File: src/rtl/ifetch_unit_pkg.sv
// Shared definitions for the instruction fetch stage: FSM state encoding
// and the architectural constants used at reset.
package ifetch_unit_pkg;

    // Fetch sequencer states, in the order a normal fetch walks through them.
    typedef enum logic [1:0] {
        IDLE = 2'd0,
        REQ  = 2'd1,
        WAIT = 2'd2,
        DONE = 2'd3
    } ifu_state_t;

    // addi x0, x0, 0 -- presented on instr before the first fetch completes.
    localparam logic [31:0] NOP_INSTR        = 32'h0000_0013;

    // Boot address of the core.
    localparam logic [63:0] RESET_PC_DEFAULT = 64'h0000_0000_8000_0000;

endpackage : ifetch_unit_pkg

File: src/rtl/ifetch_unit.sv
// Instruction fetch stage of the multicycle core. Owns the architectural PC,
// issues a single read per fetch on the instruction-memory port and presents
// the returned word to the control unit with a one-cycle ifu_finish pulse.
// Misaligned PCs are reported as a fault without touching the bus.
module ifetch_unit
    import ifetch_unit_pkg::*;
#(
    parameter int                ADDR_W   = 64,
    parameter logic [ADDR_W-1:0] RESET_PC = ADDR_W'(RESET_PC_DEFAULT)
) (
    input  logic              clk,
    input  logic              rst_n,

    input  logic              ifu_valid,
    output logic              ifu_finish,
    output logic [31:0]       instr,
    output logic [ADDR_W-1:0] instr_pc,
    output logic              ifu_fault,

    input  logic              npc_valid,
    input  logic [ADDR_W-1:0] npc,

    output logic              ireq_valid,
    output logic [ADDR_W-1:0] ireq_addr,
    input  logic              ireq_ready,
    input  logic              iresp_valid,
    input  logic [31:0]       iresp_data,
    input  logic              iresp_err
);

    ifu_state_t        state;
    ifu_state_t        state_next;
    logic [ADDR_W-1:0] pc;
    logic              pc_misaligned;
    logic              start_fetch;
    logic              start_fault;
    logic              resp_take;

    // Decode the events that move the FSM and load the output registers.
    assign pc_misaligned = (pc[1:0] != 2'b00);
    assign start_fetch   = (state == IDLE) && ifu_valid && !pc_misaligned;
    assign start_fault   = (state == IDLE) && ifu_valid &&  pc_misaligned;
    assign resp_take     = (state == WAIT) && iresp_valid;

    // State register; reset aborts any in-flight transaction back to IDLE.
    always_ff @(posedge clk or negedge rst_n) begin
        if (!rst_n) begin
            state <= IDLE;
        end else begin
            state <= state_next;
        end
    end

    // Next-state logic: REQ waits for the handshake, WAIT for the response.
    always_comb begin
        state_next = state;
        case (state)
            IDLE: begin
                if (start_fault) begin
                    state_next = DONE;
                end else if (start_fetch) begin
                    state_next = REQ;
                end
            end
            REQ: begin
                if (ireq_ready) begin
                    state_next = WAIT;
                end
            end
            WAIT: begin
                if (iresp_valid) begin
                    state_next = DONE;
                end
            end
            DONE: begin
                state_next = IDLE;
            end
            default: begin
                state_next = IDLE;
            end
        endcase
    end

    // Moore outputs: the request is held for all of REQ, finish only in DONE.
    always_comb begin
        ireq_valid = 1'b0;
        ifu_finish = 1'b0;
        case (state)
            REQ:     ireq_valid = 1'b1;
            DONE:    ifu_finish = 1'b1;
            default: begin
                ireq_valid = 1'b0;
                ifu_finish = 1'b0;
            end
        endcase
    end

    // Architectural PC, loaded by writeback in any state.
    always_ff @(posedge clk or negedge rst_n) begin
        if (!rst_n) begin
            pc <= RESET_PC;
        end else if (npc_valid) begin
            pc <= npc;
        end
    end

    // Request address is latched once per fetch so a PC update cannot disturb it.
    always_ff @(posedge clk or negedge rst_n) begin
        if (!rst_n) begin
            ireq_addr <= RESET_PC;
        end else if (start_fetch) begin
            ireq_addr <= pc;
        end
    end

    // Result registers change only when a fetch completes or faults.
    always_ff @(posedge clk or negedge rst_n) begin
        if (!rst_n) begin
            instr     <= NOP_INSTR;
            instr_pc  <= RESET_PC;
            ifu_fault <= 1'b0;
        end else if (start_fault) begin
            instr_pc  <= pc;
            ifu_fault <= 1'b1;
        end else if (resp_take) begin
            instr     <= iresp_data;
            instr_pc  <= ireq_addr;
            ifu_fault <= iresp_err;
        end
    end

endmodule : ifetch_unit

File: config.mk
export PLATFORM = sky130hd
export DESIGN_NAME = ifetch_unit
export DESIGN_NICKNAME = d
export VERILOG_FILES = /design/src/rtl/ifetch_unit_pkg.sv /design/src/rtl/ifetch_unit.sv
export SDC_FILE = /design/constraint.sdc
export NUM_CORES = 1
export LEC_CHECK = 0
export CORE_MARGIN = 3
export CORE_UTILIZATION = 40
export CTS_BUF_LIST = sky130_fd_sc_hd__clkbuf_2 sky130_fd_sc_hd__clkbuf_4 sky130_fd_sc_hd__clkbuf_8
export CTS_CLUSTER_DIAMETER = 150
export DETAILED_ROUTE_END_ITERATION = 8
export DONT_BUFFER_PORTS = 1
export MAX_ROUTING_LAYER = met4
export PLACE_DENSITY = 0.57
export SLEW_MARGIN = 10
export SYNTH_ARGS = -nofsm -noshare
export SYNTH_HDL_FRONTEND = slang
export SYNTH_SLANG_ARGS = --single-unit
export TNS_END_PERCENT = 10
File: constraint.sdc
create_clock -name clk -period 2.6 [get_ports clk]
set_input_delay 0.39 -clock clk [delete_from_list [all_inputs] [get_ports clk]]
set_output_delay 0.39 -clock clk [all_outputs]
set_load 0.005 [all_outputs]
==> impl_results.html, run 1 <==
<table>
<tr><th>Metric</th><th>Value</th></tr>
<tr><th colspan="2">Die</th></tr>
<tr><td>Effective utilization at floorplan</td><td>41.5%</td></tr>
<tr><td>Die Span X</td><td>158 um</td></tr>
<tr><td>Floorplan die height</td><td>158 um</td></tr>
<tr><td>Number of core rows</td><td>54</td></tr>
<tr><td>I/O pin count</td><td>266</td></tr>
<tr><td>Die area</td><td>0.0249 mm^2</td></tr>
<tr><td>Placeable core region</td><td>0.0222 mm^2</td></tr>
<tr><th colspan="2">Setup path</th></tr>
<tr><td>Capturing element type of the critical path</td><td>flop</td></tr>
<tr><td>Critical-path maximum fanout</td><td>25</td></tr>
<tr><td>Startpoint-to-endpoint class of the critical path</td><td>reg -&gt; reg</td></tr>
<tr><td>Worst path arrival time</td><td>2.47 ns</td></tr>
<tr><td>Required time of the critical path</td><td>2.98 ns</td></tr>
<tr><td>CP startpoint kind</td><td>flop</td></tr>
<tr><th colspan="2">Timing</th></tr>
<tr><td>Unrepaired setup endpoints after global routing</td><td>false</td></tr>
<tr><td>Hold violation count in the final report</td><td>227</td></tr>
<tr><td>Rel. slew slack</td><td>58.9%</td></tr>
<tr><td>Number of setup violations in the final report</td><td>0</td></tr>
<tr><td>Total negative slack for setup checks</td><td>0 ns</td></tr>
<tr><td>Fmax</td><td>478 MHz</td></tr>
<tr><td>Worst-Margin Slew</td><td>0.615 ns</td></tr>
<tr><td>Worst hold slack</td><td>-0.415 ns</td></tr>
<tr><td>Post-route clock period utilization</td><td>80.4%</td></tr>
<tr><td>Shortest period the worst path allows</td><td>2.09 ns</td></tr>
<tr><td>Final worst clock skew</td><td>0.0170 ns</td></tr>
<tr><td>Max Transition Viols Final</td><td>0</td></tr>
<tr><th colspan="2">Synthesis</th></tr>
<tr><td>Instance count of the mapped netlist</td><td>641</td></tr>
<tr><td>Yosys warns</td><td>0</td></tr>
<tr><td>Fraction of post-synthesis cell area in the top cell type by area</td><td>60.0%</td></tr>
<tr><td>Synth unique cells</td><td>24</td></tr>
<tr><td>Library cell with the largest summed area after synthesis</td><td>sky130_fd_sc_hd__dfrtp_1</td></tr>
<tr><td>Top post-synthesis cells by area</td><td>sky130_fd_sc_hd__dfrtp_1 (60%), sky130_fd_sc_hd__mux2_2 (15%), sky130_fd_sc_hd__mux2i_1 (7.1%), sky130_fd_sc_hd__mux2_4 (4.4%), sky130_fd_sc_hd__a21oi_1 (3.4%)</td></tr>
<tr><td>Mapped Area</td><td>0.00922 mm^2</td></tr>
<tr><td>Fraction of the yosys area taken by sequential cells</td><td>61.7%</td></tr>
<tr><td>Ys async rst share</td><td>100%</td></tr>
<tr><td>Number of synthesized register bits</td><td>227</td></tr>
<tr><td>Post-Syn Nets</td><td>749</td></tr>
<tr><td>Cell with the most instances after synthesis</td><td>sky130_fd_sc_hd__dfrtp_1</td></tr>
<tr><td>Average size of a mapped cell</td><td>14.4 um^2</td></tr>
<tr><td>Number of synthesized flops with an enable pin</td><td>0</td></tr>
<tr><td>Synth cell count leaders</td><td>sky130_fd_sc_hd__dfrtp_1 (221), sky130_fd_sc_hd__mux2_2 (124), sky130_fd_sc_hd__mux2i_1 (65)</td></tr>
<tr><td>Top_reg_cell synth</td><td>sky130_fd_sc_hd__dfrtp_1</td></tr>
<tr><th colspan="2">Detailed routing</th></tr>
<tr><td>DRC violation total after the first TritonRoute iteration</td><td>238</td></tr>
<tr><td>Routed WL</td><td>21300 um</td></tr>
<tr><td>Via-per-instance ratio</td><td>5.18</td></tr>
<tr><td>Number of vias in the routed layout</td><td>5363</td></tr>
<tr><td>Remaining antenna violation count after routing</td><td>0</td></tr>
<tr><td>Drt drc</td><td>0</td></tr>
<tr><td>Wire per inst</td><td>20.6 um</td></tr>
<tr><td>Number of detailed-routing iterations run before antenna repair</td><td>5</td></tr>
<tr><th colspan="2">Clocking</th></tr>
<tr><td>Post-CTS clock slew at the launch and capture registers of the worst setup and hold paths</td><td>0.06 ns</td></tr>
<tr><td>CTS tree</td><td>done</td></tr>
<tr><td>Buffer type at the clock tree root</td><td>sky130_fd_sc_hd__clkbuf_8</td></tr>
<tr><td>Clock latency on the worst-skew pair</td><td>0.50 ns</td></tr>
<tr><td>Clock net sink count</td><td>227</td></tr>
<tr><td>CTS Buf Count</td><td>40</td></tr>
<tr><td>Number of post-CTS setup repair buffers</td><td>0</td></tr>
<tr><td>CTS Buffer Depth</td><td>3</td></tr>
<tr><td>Post-CTS Resized</td><td>0</td></tr>
<tr><td>Number of H-tree levels</td><td>2</td></tr>
<tr><th colspan="2">Placement</th></tr>
<tr><td>Weighted congestion at the end of routability-driven global placement</td><td>0.774</td></tr>
<tr><td>HPWL Detailed</td><td>13300 um</td></tr>
<tr><td>Buffers on Ports</td><td>0</td></tr>
<tr><td>Count of placed standard cells including taps</td><td>891</td></tr>
<tr><th colspan="2">GRT</th></tr>
<tr><td>Grt total ovfl</td><td>0</td></tr>
<tr><td>Antenna violations before repair</td><td>0</td></tr>
<tr><td>Largest net degree at the start of global routing</td><td>228</td></tr>
<tr><td>First-pass GRT wire length</td><td>32500 um</td></tr>
<tr><td>Number of global-route vias before repair</td><td>5952</td></tr>
<tr><td>Total GRT Usage</td><td>16.9%</td></tr>
<tr><th colspan="2">Power and ir drop</th></tr>
<tr><td>Power density cells</td><td>1130 mW/mm^2</td></tr>
<tr><td>Max VDD drop</td><td>0.000571 V</td></tr>
<tr><td>Leakage power summed over all cells</td><td>5.18 nW</td></tr>
<tr><th colspan="2">Flow run</th></tr>
<tr><td># Max-Cap Violations</td><td>0</td></tr>
<tr><th colspan="2">Outcome</th></tr>
<tr><td>Status</td><td>finished with violations</td></tr>
<tr><td>Violations in the final reports</td><td>negative hold slack</td></tr>
<tr><th colspan="2">Layout</th></tr>
<tr><td>Layout Area Growth over Synthesis</td><td>20.0%</td></tr>
<tr><td>Non-filler cells in the finished layout</td><td>1035</td></tr>
<tr><td>Share of post-route cells with drive strength above 1</td><td>31.3%</td></tr>
<tr><td># fillers</td><td>1853</td></tr>
<tr><td>Ant diodes</td><td>0</td></tr>
<tr><td>Net count reported at finish</td><td>837</td></tr>
<tr><td>Share of the core filled with cells in the final layout</td><td>49.7%</td></tr>
<tr><td>Total area of sequential cells</td><td>0.00569 mm^2</td></tr>
<tr><td>Combined area of the multi-input logic cells</td><td>0.00330 mm^2</td></tr>
<tr><th colspan="2">Min path</th></tr>
<tr><td>Type of the tightest min-delay check</td><td>in -&gt; async</td></tr>
</table>
## power by group
| group | switching, mW | internal, mW | total, mW |
|---|---|---|---|
| combinational | 1.09 | 1.61 | 2.69 |
| sequential | 1.41 | 4.96 | 6.37 |
| clock | 1.39 | 2.02 | 3.41 |
## worst paths after layout
path | end | cells past startpoint | slack, ns | start
max | ireq_addr[51] | 6 | 0.51 | state[0]
min | instr_pc[40] | 0 | -0.41 | rst_n
max reg2reg | ireq_addr[51] | 6 | 0.51 | state[0]
min reg2reg | instr_pc[31] | 2 | 0.52 | pc[31]
max in group asynchronous | pc[10] | 0 | 2.67 | rst_n
min in group clk | pc[53] | 1 | 0.04 | npc[53]
## worst max-delay path, stage by stage, from the launching register on
cell and delay, ns:
sky130_fd_sc_hd__dfrtp_1 0.41, sky130_fd_sc_hd__inv_1 0.12, sky130_fd_sc_hd__ha_1 0.32, sky130_fd_sc_hd__nand2_1 0.13
sky130_fd_sc_hd__nor3_4 0.19, sky130_fd_sc_hd__buf_4 0.39, sky130_fd_sc_hd__mux2_2 0.39
## state kept, by name, summed over array words and instances, names as in the netlist
signal,count
ifu_fault,1
instr_pc,64
ireq_addr,64
state,2
instr,32
pc,64
## layout make-up
type                    instances  area share [%]
flip-flops and latches        227            51.4
clock buffers                  62            7.15
inverters                       6           0.204
repair buffers                 83            7.69
clock inverters                 6           0.520
well taps                     280            3.17
multi-input cells             371            29.8
## kinds of logic after synthesis
logic type / synth area share (%)
compound gates: 3.95
fa+ha+maj: 0.679
buf+inv: 2.76
flops: 61.7
mux: 27.6
simple gates: 3.31
## metal layers
metal  vias up  GRT usage (%)  part of all wire [%]
met5         -              -                     0
met4         0           5.17                   1.9
met3        36           8.37                    12
met2       224           27.4                    48
met1      2675           18.3                    37
li1       2428              -                     -
## cells in the final DEF (no fill, tap or decap), drive strengths merged, types with 2 or more instances in the layout
cell           n
ha             5
dfstp          6
dfrtp        221
nor2b          3
a21oi         62
clkbuf        62
buf            7
mux2i         65
nand2          3
mux2         159
clkinv         4
dlygate4sd3   76
nand3          2
and3           2
nor2          63
inv            6
o21bai         2
## through the flow
step	power, mW	setup WS [ns]	area (um^2)
after floorplan	8.16	0.760	9220
after global placement	8.87	0.601	9450
after detailed placement	9.07	0.537	9450
after CTS	12.6	0.496	10900
after global routing	13.3	0.365	11100
final	12.5	0.510	11100
## what timing repair did
item	in CTS	in global routing
hold endpoints to repair	283	256
endpoints found under the setup margin	0	0
hold buffers	56	20
Power figures use the tool's default switching activity.
==> run 2, diff against run 1 <==
PLACE_DENSITY = 0.59   (was 0.57)
clock period = 1.8 ns   (was 2.6 ns; I/O delays follow)
==> run 2 against run 1 <==
  * The run still ends with negative hold slack left
  * Critical path depth grew 2
  * Combinational power grew 75%
  * Clock skew shrank 0.0039 ns
  * Global-route usage grew 1.7 points
  * Critical endpoint is now instr[14]
  * Critical path type unchanged
==> impl_results.html, run 2 (synthesis results as in run 1) <==
<table>
<tr><th>Metric</th><th>Value</th></tr>
<tr><th colspan="2">Outcome</th></tr>
<tr><td>Status</td><td>finished with violations</td></tr>
<tr><td>Violations in the final reports</td><td>negative hold slack</td></tr>
<tr><th colspan="2">Layout</th></tr>
<tr><td>Registers with the most flip-flops</td><td>instr_pc: 64 flops, ireq_addr: 64 flops, pc: 64 flops</td></tr>
<tr><td>Most used cells in the layout excluding fill and tap cells</td><td>sky130_fd_sc_hd__dfrtp_1 (221), sky130_fd_sc_hd__dlygate4sd3_1 (162), sky130_fd_sc_hd__mux2_2 (123), sky130_fd_sc_hd__mux2i_1 (65), sky130_fd_sc_hd__nor2_1 (63)</td></tr>
<tr><td>Layout Area Growth over Synthesis</td><td>32.2%</td></tr>
<tr><td>Most common cell after layout, fill and taps aside</td><td>sky130_fd_sc_hd__dfrtp_1</td></tr>
<tr><td>Share of post-route cells with drive strength above 1</td><td>30.0% (-1.2 points)</td></tr>
<tr><td>Net count reported at finish</td><td>940 (+12%)</td></tr>
<tr><td>Ant diodes</td><td>0 (unchanged)</td></tr>
<tr><td>Non-filler cells in the finished layout</td><td>1136 (+9.8%)</td></tr>
<tr><th colspan="2">Timing</th></tr>
<tr><td>Fmax</td><td>559 MHz (+17%)</td></tr>
<tr><td>Unrepaired setup endpoints after global routing</td><td>true</td></tr>
<tr><td>Number of setup violations in the final report</td><td>0 (unchanged)</td></tr>
<tr><td>Shortest period the worst path allows</td><td>1.79 ns (-0.303 ns)</td></tr>
<tr><td>Worst hold slack</td><td>-0.544 ns (-0.129 ns)</td></tr>
<tr><td>Worst-Margin Slew</td><td>0.573 ns (-0.0416 ns)</td></tr>
<tr><td>Max Transition Viols Final</td><td>0 (unchanged)</td></tr>
<tr><td>Final worst clock skew</td><td>0.0131 ns (-0.00393 ns)</td></tr>
<tr><td>Post-route clock period utilization</td><td>99.3% (+19 points)</td></tr>
<tr><td>Hold violation count in the final report</td><td>227 (unchanged)</td></tr>
<tr><td>Rel. slew slack</td><td>61.8% (+2.9 points)</td></tr>
<tr><td>Smallest setup slack after layout</td><td>0.0124 ns (-0.497 ns)</td></tr>
<tr><th colspan="2">Placement</th></tr>
<tr><td>HPWL Detailed</td><td>13800 um (+3.6%)</td></tr>
<tr><td>Count of placed standard cells including taps</td><td>899 (+0.90%)</td></tr>
<tr><td>Buffers on Ports</td><td>0 (unchanged)</td></tr>
<tr><td>Weighted congestion at the end of routability-driven global placement</td><td>0.737 (-4.8%)</td></tr>
<tr><td>Worst slack, placed</td><td>-0.0281 ns (-0.565 ns)</td></tr>
<tr><th colspan="2">Power and ir drop</th></tr>
<tr><td>Clk network pwr share</td><td>24.9% (-2.5 points)</td></tr>
<tr><td>Power density cells</td><td>1520 mW/mm^2 (+35%)</td></tr>
<tr><td>Internal Pwr Total</td><td>12.7 mW (+48%)</td></tr>
<tr><td>Combinational cell fraction of total power</td><td>25.4% (+3.8 points)</td></tr>
<tr><td>Leakage power summed over all cells</td><td>5.68 nW (+9.6%)</td></tr>
<tr><td>Switching share of power</td><td>31.4% (+0.34 points)</td></tr>
<tr><td>Net Sw Power</td><td>5.83 mW (+50%)</td></tr>
<tr><td>Relative contribution of sequential cells to total power</td><td>49.7% (-1.3 points)</td></tr>
<tr><td>Max VDD drop</td><td>0.000767 V (+34%)</td></tr>
<tr><td>Final Power</td><td>18.5 mW (+49%)</td></tr>
<tr><th colspan="2">Clocking</th></tr>
<tr><td>Post-CTS clock slew at the launch and capture registers of the worst setup and hold paths</td><td>0.06 ns (about the same)</td></tr>
<tr><td>CTS tree</td><td>done</td></tr>
<tr><td>Buffer type at the clock tree root</td><td>sky130_fd_sc_hd__clkbuf_8</td></tr>
<tr><td>Clock net sink count</td><td>227 (unchanged)</td></tr>
<tr><td>Hold-fix buffers, CTS</td><td>162 (+190%)</td></tr>
<tr><td>Number of H-tree levels</td><td>2 (unchanged)</td></tr>
<tr><td>CTS Buf Count</td><td>39 (-2.5%)</td></tr>
<tr><td>CTS Buffer Depth</td><td>3 (unchanged)</td></tr>
<tr><td>Clock latency on the worst-skew pair</td><td>0.51 ns (about the same)</td></tr>
<tr><th colspan="2">Min path</th></tr>
<tr><td>Type of the tightest min-delay check</td><td>in -&gt; async</td></tr>
<tr><th colspan="2">Die</th></tr>
<tr><td>Number of core rows</td><td>54 (unchanged)</td></tr>
<tr><td>Floorplan die height</td><td>158 um (unchanged)</td></tr>
<tr><td>Placeable core region</td><td>0.0222 mm^2 (unchanged)</td></tr>
<tr><td>Effective utilization at floorplan</td><td>41.5% (unchanged)</td></tr>
<tr><td>Die Span X</td><td>158 um (unchanged)</td></tr>
<tr><td>Die area</td><td>0.0249 mm^2 (unchanged)</td></tr>
<tr><td>I/O pin count</td><td>266 (unchanged)</td></tr>
<tr><th colspan="2">Setup path</th></tr>
<tr><td>CP startpoint kind</td><td>flop</td></tr>
<tr><td>Cell type of the slowest stage on the worst timing path</td><td>sky130_fd_sc_hd__dfrtp_1</td></tr>
<tr><td>Required time of the critical path</td><td>2.20 ns (-0.78 ns)</td></tr>
<tr><td>Critical-path maximum fanout</td><td>8 (-68%)</td></tr>
<tr><td>Worst path arrival time</td><td>2.19 ns (-0.28 ns)</td></tr>
<tr><td>Largest stage delay, worst path</td><td>0.38 ns (-0.03 ns)</td></tr>
<tr><td>Critical Path, Cell by Cell</td><td>inv_2 &gt; ha_4 &gt; buf_6 &gt; o211ai_4 &gt; nor2b_4 &gt; buf_12 &gt; clkbuf_16 &gt; mux2_4</td></tr>
<tr><td>Startpoint-to-endpoint class of the critical path</td><td>reg -&gt; reg</td></tr>
<tr><td>Capturing element type of the critical path</td><td>flop</td></tr>
<tr><th colspan="2">Detailed routing</th></tr>
<tr><td>Via-per-instance ratio</td><td>5.17 (-0.23%)</td></tr>
<tr><td>Number of vias in the routed layout</td><td>5873 (+9.5%)</td></tr>
<tr><td>Drt drc</td><td>0 (unchanged)</td></tr>
<tr><td>Routed WL</td><td>23900 um (+12%)</td></tr>
<tr><td>Number of detailed-routing iterations run before antenna repair</td><td>6 (+1)</td></tr>
<tr><td>Remaining antenna violation count after routing</td><td>0 (unchanged)</td></tr>
<tr><td>Wire per inst</td><td>21.0 um (+2.3%)</td></tr>
<tr><td>DRC violation total after the first TritonRoute iteration</td><td>287 (+21%)</td></tr>
<tr><th colspan="2">GRT</th></tr>
<tr><td>Antenna violations before repair</td><td>0 (unchanged)</td></tr>
<tr><td>Grt total ovfl</td><td>0 (unchanged)</td></tr>
<tr><td>First-pass GRT wire length</td><td>35600 um (+9.7%)</td></tr>
<tr><td>Number of global-route vias before repair</td><td>6594 (+11%)</td></tr>
<tr><td>Largest net degree at the start of global routing</td><td>228 (unchanged)</td></tr>
<tr><td>Total GRT Usage</td><td>18.6% (+1.7 points)</td></tr>
<tr><th colspan="2">Flow run</th></tr>
<tr><td># Max-Cap Violations</td><td>0 (unchanged)</td></tr>
</table>
-- run 2: cell types whose count changed in the layout (fill, tap and decap cells not counted), sizes merged --
cell and change:
clkbuf +5, buf +15, dlygate4sd3 +86, clkinv -3, bufinv -1, clkinvlp -1
-- run 2: final cells by class --
cell class | count | area [um^2]
fill | 1811 | 10000
sequential | 227 | 5690
multi-input combinational | 371 | 3330
timing repair buffer | 187 | 2020
clock buffer | 64 | 768
tap | 280 | 350
inverter | 6 | 22.5
clock inverter | 1 | 5.00
-- run 2: path summary, 6_finish.rpt --
kind | end | cells after the start | slack, ns | startpoint
worst max-delay path | instr[14] | 8 | 0.01 | state[1]
worst min-delay path | instr_pc[39] | 0 | -0.54 | rst_n
worst max register to register | instr[14] | 8 | 0.01 | state[1]
worst min register to register | instr_pc[31] | 2 | 0.51 | pc[31]
max in group asynchronous | ireq_addr[1] | 0 | 1.85 | rst_n
min in group clk | instr_pc[0] | 2 | 0.05 | ifu_valid
-- run 2: power by group through the flow --
stage               Clock [mW]  Sequential [mW]  Combinational (mW)
global placement             0             9.26                3.70
detailed placement           0             9.33                3.93
global route              5.03             9.53                5.15
CTS                       4.77             9.26                4.46
floorplan                    0             8.49                3.33
finish                    4.62             9.22                4.70
-- run 2: per-stage QoR --
step | area [um^2] | utilization [%] | TNS [ns]
after floorplan | 9230 | - | 0
after global placement | 9570 | 43.1 | 0
after detailed placement | 9570 | 43.1 | -0.0480
after CTS | 12000 | 54.2 | 0
after global routing | 12200 | 54.8 | -1.33
final | 12200 | 54.8 | 0
-- run 2: layer usage --
| layer | routed length [um] | track usage, % | up-vias | part of all wire, % |
|---|---|---|---|---|
| met2 | 12200 | 31.9 | 218 | 51 |
| li1 | - | - | 2636 | - |
| met4 | 309 | 5.25 | 0 | 1.3 |
| met3 | 2480 | 8.12 | 29 | 10 |
| met5 | 0 | - | - | 0 |
| met1 | 8930 | 19.7 | 2990 | 37 |
-- run 2: critical path, delay by kind of cell, from the launching register on --
family / cells / cell delay [ns]
mux: 1 / 0.30
simple gates: 1 / 0.21
compound gates: 1 / 0.10
buf+inv: 4 / 0.51
fa+ha+maj: 1 / 0.16
flops: 1 / 0.38
-- run 2: timing repair --
| item | CTS | global route |
|---|---|---|
| gates cloned | 2 | 3 |
| pin swaps | 0 | 3 |
| setup buffers | 2 | 3 |
| endpoints found under the hold margin | 324 | 227 |
| gates resized for setup | 2 | 9 |
| endpoints found under the setup margin | 18 | 129 |
==> run 3, diff against run 2 <==
PLACE_DENSITY = 0.57   (was 0.59)
RECOVER_POWER = 50   (was default)
clock period = 1.69 ns   (was 1.8 ns; I/O delays follow)
==> run 3 against run 2 <==
  * The flow finishes with violations (negative hold slack, negative setup slack)
  * Total power increased by 6.7%
  * Non-clock buffer count rose by 3
  * Largest power group unchanged
  * Sequential share of layout area decreased by 0.42 points
  * Global-route usage decreased by 0.53 points
  * Via count increased by 0.70%
==> impl_results.html, run 3 (synthesis results as in run 1) <==
<table>
<tr><th>Metric</th><th>Value</th></tr>
<tr><th colspan="2">Outcome</th></tr>
<tr><td>Status</td><td>finished with violations</td></tr>
<tr><td>Violations in the final reports</td><td>negative hold slack, negative setup slack</td></tr>
<tr><th colspan="2">Timing</th></tr>
<tr><td>Worst hold slack</td><td>-0.549 ns (-0.00467 ns)</td></tr>
<tr><td>Number of setup violations in the final report</td><td>42 (+42)</td></tr>
<tr><td>Final worst clock skew</td><td>0.0202 ns (+0.00715 ns)</td></tr>
<tr><td>Total negative slack for setup checks</td><td>-0.371 ns (-0.371 ns)</td></tr>
<tr><td>Worst-Margin Slew</td><td>0.523 ns (-0.0504 ns)</td></tr>
<tr><td>Rel. slew slack</td><td>65.1% (+3.4 points)</td></tr>
<tr><td>Unrepaired setup endpoints after global routing</td><td>true</td></tr>
<tr><td>Fmax</td><td>584 MHz (+4.3%)</td></tr>
<tr><td>Max Transition Viols Final</td><td>0 (unchanged)</td></tr>
<tr><td>Smallest setup slack after layout</td><td>-0.0238 ns (-0.0362 ns)</td></tr>
<tr><td>Post-route clock period utilization</td><td>101% (+2.1 points)</td></tr>
<tr><td>Shortest period the worst path allows</td><td>1.71 ns (-0.0738 ns)</td></tr>
<tr><td>Hold violation count in the final report</td><td>227 (unchanged)</td></tr>
<tr><th colspan="2">Detailed routing</th></tr>
<tr><td>Number of vias in the routed layout</td><td>5914 (+0.70%)</td></tr>
<tr><td>Via-per-instance ratio</td><td>5.20 (+0.61%)</td></tr>
<tr><td>Remaining antenna violation count after routing</td><td>0 (unchanged)</td></tr>
<tr><td>Number of detailed-routing iterations run before antenna repair</td><td>6 (unchanged)</td></tr>
<tr><td>Routed WL</td><td>23600 um (-1.2%)</td></tr>
<tr><td>Wire per inst</td><td>20.8 um (-1.3%)</td></tr>
<tr><td>DRC violation total after the first TritonRoute iteration</td><td>227 (-21%)</td></tr>
<tr><td>Drt drc</td><td>0 (unchanged)</td></tr>
<tr><th colspan="2">Power and ir drop</th></tr>
<tr><td>Combinational cell fraction of total power</td><td>26.1% (+0.7 points)</td></tr>
<tr><td>Relative contribution of sequential cells to total power</td><td>49.6% (about the same)</td></tr>
<tr><td>Net Sw Power</td><td>6.16 mW (+5.7%)</td></tr>
<tr><td>Power density cells</td><td>1610 mW/mm^2 (+5.7%)</td></tr>
<tr><td>Internal Pwr Total</td><td>13.6 mW (+7.1%)</td></tr>
<tr><td>Leakage power summed over all cells</td><td>5.73 nW (+0.78%)</td></tr>
<tr><td>Max VDD drop</td><td>0.000879 V (+15%)</td></tr>
<tr><td>Clk network pwr share</td><td>24.3% (-0.6 points)</td></tr>
<tr><td>Switching share of power</td><td>31.2% (-0.28 points)</td></tr>
<tr><th colspan="2">Clocking</th></tr>
<tr><td>CTS tree</td><td>done</td></tr>
<tr><td>Number of H-tree levels</td><td>2 (unchanged)</td></tr>
<tr><td>Post-CTS clock slew at the launch and capture registers of the worst setup and hold paths</td><td>0.06 ns (about the same)</td></tr>
<tr><td>Clock net sink count</td><td>227 (unchanged)</td></tr>
<tr><td>CTS Buf Count</td><td>38 (-2.6%)</td></tr>
<tr><td>CTS Buffer Depth</td><td>3 (unchanged)</td></tr>
<tr><td>Hold-fix buffers, CTS</td><td>163 (+0.62%)</td></tr>
<tr><td>Clock latency on the worst-skew pair</td><td>0.51 ns (about the same)</td></tr>
<tr><td>Buffer type at the clock tree root</td><td>sky130_fd_sc_hd__clkbuf_8</td></tr>
<tr><th colspan="2">Placement</th></tr>
<tr><td>Buffers on Ports</td><td>0 (unchanged)</td></tr>
<tr><td>HPWL Detailed</td><td>13300 um (-3.4%)</td></tr>
<tr><td>Weighted congestion at the end of routability-driven global placement</td><td>0.786 (+6.6%)</td></tr>
<tr><th colspan="2">Layout</th></tr>
<tr><td>Most used cells in the layout excluding fill and tap cells</td><td>sky130_fd_sc_hd__dfrtp_1 (221), sky130_fd_sc_hd__dlygate4sd3_1 (163), sky130_fd_sc_hd__mux2_2 (109), sky130_fd_sc_hd__mux2i_1 (64), sky130_fd_sc_hd__nor2_1 (62)</td></tr>
<tr><td>Registers with the most flip-flops</td><td>instr_pc: 64 flops, ireq_addr: 64 flops, pc: 64 flops</td></tr>
<tr><td>Combined area of the multi-input logic cells</td><td>0.00343 mm^2 (+3.0%)</td></tr>
<tr><td>Ant diodes</td><td>0 (unchanged)</td></tr>
<tr><td>Share of post-route cells with drive strength above 1</td><td>30.9% (+0.90 points)</td></tr>
<tr><td>Total area of sequential cells</td><td>0.00569 mm^2 (unchanged)</td></tr>
<tr><td>Net count reported at finish</td><td>942 (+0.21%)</td></tr>
<tr><td># fillers</td><td>1788 (-1.3%)</td></tr>
<tr><td>Layout Area Growth over Synthesis</td><td>33.4%</td></tr>
<tr><td>Most common cell after layout, fill and taps aside</td><td>sky130_fd_sc_hd__dfrtp_1</td></tr>
<tr><th colspan="2">Die</th></tr>
<tr><td>Number of core rows</td><td>54 (unchanged)</td></tr>
<tr><td>Die Span X</td><td>158 um (unchanged)</td></tr>
<tr><td>Placeable core region</td><td>0.0222 mm^2 (unchanged)</td></tr>
<tr><td>I/O pin count</td><td>266 (unchanged)</td></tr>
<tr><td>Floorplan die height</td><td>158 um (unchanged)</td></tr>
<tr><td>Effective utilization at floorplan</td><td>41.5% (unchanged)</td></tr>
<tr><td>Die area</td><td>0.0249 mm^2 (unchanged)</td></tr>
<tr><th colspan="2">GRT</th></tr>
<tr><td>Largest net degree at the start of global routing</td><td>228 (unchanged)</td></tr>
<tr><td>Grt total ovfl</td><td>0 (unchanged)</td></tr>
<tr><td>Number of global-route vias before repair</td><td>6409 (-2.8%)</td></tr>
<tr><td>First-pass GRT wire length</td><td>34700 um (-2.7%)</td></tr>
<tr><td>Total GRT Usage</td><td>18.1% (-0.53 points)</td></tr>
<tr><td>Antenna violations before repair</td><td>0 (unchanged)</td></tr>
<tr><th colspan="2">Min path</th></tr>
<tr><td>Type of the tightest min-delay check</td><td>in -&gt; async</td></tr>
<tr><th colspan="2">Setup path</th></tr>
<tr><td>Required time of the critical path</td><td>2.07 ns (-0.13 ns)</td></tr>
<tr><td>Worst path arrival time</td><td>2.09 ns (-0.10 ns)</td></tr>
<tr><td>Critical-path maximum fanout</td><td>17 (+9)</td></tr>
<tr><td>R2R setup slack</td><td>-0.02 ns (-0.04 ns)</td></tr>
<tr><td>Startpoint-to-endpoint class of the critical path</td><td>reg -&gt; reg</td></tr>
<tr><td>Capturing element type of the critical path</td><td>flop</td></tr>
<tr><td>CP startpoint kind</td><td>flop</td></tr>
<tr><th colspan="2">Flow run</th></tr>
<tr><td># Max-Cap Violations</td><td>0 (unchanged)</td></tr>
</table>
-- run 3: changes by cell type in the layout (fill, tap and decap cells not counted), moves of 2 or more --
| cell | before | now |
|---|---|---|
| sky130_fd_sc_hd__mux2_1 | 5 | 3 |
| sky130_fd_sc_hd__ha_1 | 4 | 2 |
| sky130_fd_sc_hd__clkbuf_4 | 18 | 15 |
| sky130_fd_sc_hd__mux2_2 | 123 | 109 |
| sky130_fd_sc_hd__buf_4 | 8 | 10 |
| sky130_fd_sc_hd__mux2_4 | 31 | 47 |
-- run 3: repair_timing --
action | in CTS | in global routing
setup buffers | 3 | 2
cloned | 3 | 3
gates resized for setup | 11 | 23
hold endpoints to repair | 326 | 227
pin swaps | 2 | 0
setup endpoints to repair | 96 | 116
-- run 3: final cells by class --
| cell class | count | area share [%] |
|---|---|---|
| clock inverter | 2 | 0.0814 |
| timing repair buffer | 190 | 16.7 |
| clock buffer | 61 | 6.06 |
| inverter | 6 | 0.183 |
| sequential | 227 | 46.3 |
| multi-input combinational | 371 | 27.9 |
| tap | 280 | 2.85 |
-- run 3: final timing paths --
check                           cells past startpoint  startpoint             to
worst max-delay path                                7    state[0]  ireq_addr[40]
worst min-delay path                                0       rst_n   instr_pc[49]
worst max register to register                      7    state[0]  ireq_addr[40]
worst min register to register                      1      pc[47]  ireq_addr[47]
max in group asynchronous                           0       rst_n       instr[0]
min in group clk                                    3  ireq_ready       state[0]
-- run 3: power by group through the flow --
stage          combinational, mW  sequential, mW  clock, mW
3_5_place_dp                4.26            9.88          0
4_1_cts                     4.85            9.81       4.99
3_3_place_gp                4.06            9.84          0
2_1_floorplan               3.56            9.04          0
6_report                    5.16            9.81       4.81
5_1_grt                     5.67            10.1       5.25
-- run 3: layer usage --
metal  up-vias  track usage [%]  wire [um]
met5         -                -          0
met4         0             5.58        503
met3        39             6.23       2120
met2       219             30.4      11800
met1      3016             20.5       9170
li1       2640                -          -
-- run 3: per-stage QoR --
stage	worst slack, ns	power (mW)	cell area (um^2)	std cells	utilization (%)
2_1_floorplan	-0.0689	12.6	9240	641	-
3_3_place_gp	-0.0532	13.9	9600	900	43.2
3_5_place_dp	-0.0905	14.1	9600	900	43.2
4_1_cts	-0.0793	19.7	12100	1132	54.6
5_1_grt	-0.108	21.0	12300	1137	55.3
6_report	-0.0238	19.8	12300	1137	55.3
-- run 3: worst max-delay path: stages, from the launching register on --
cell	delay (ns)
sky130_fd_sc_hd__dfrtp_1	0.39
sky130_fd_sc_hd__inv_2	0.10
sky130_fd_sc_hd__ha_4	0.18
sky130_fd_sc_hd__nand2_4	0.05
sky130_fd_sc_hd__nor3_4	0.18
sky130_fd_sc_hd__buf_4	0.16
sky130_fd_sc_hd__buf_12	0.16
sky130_fd_sc_hd__mux2_2	0.35
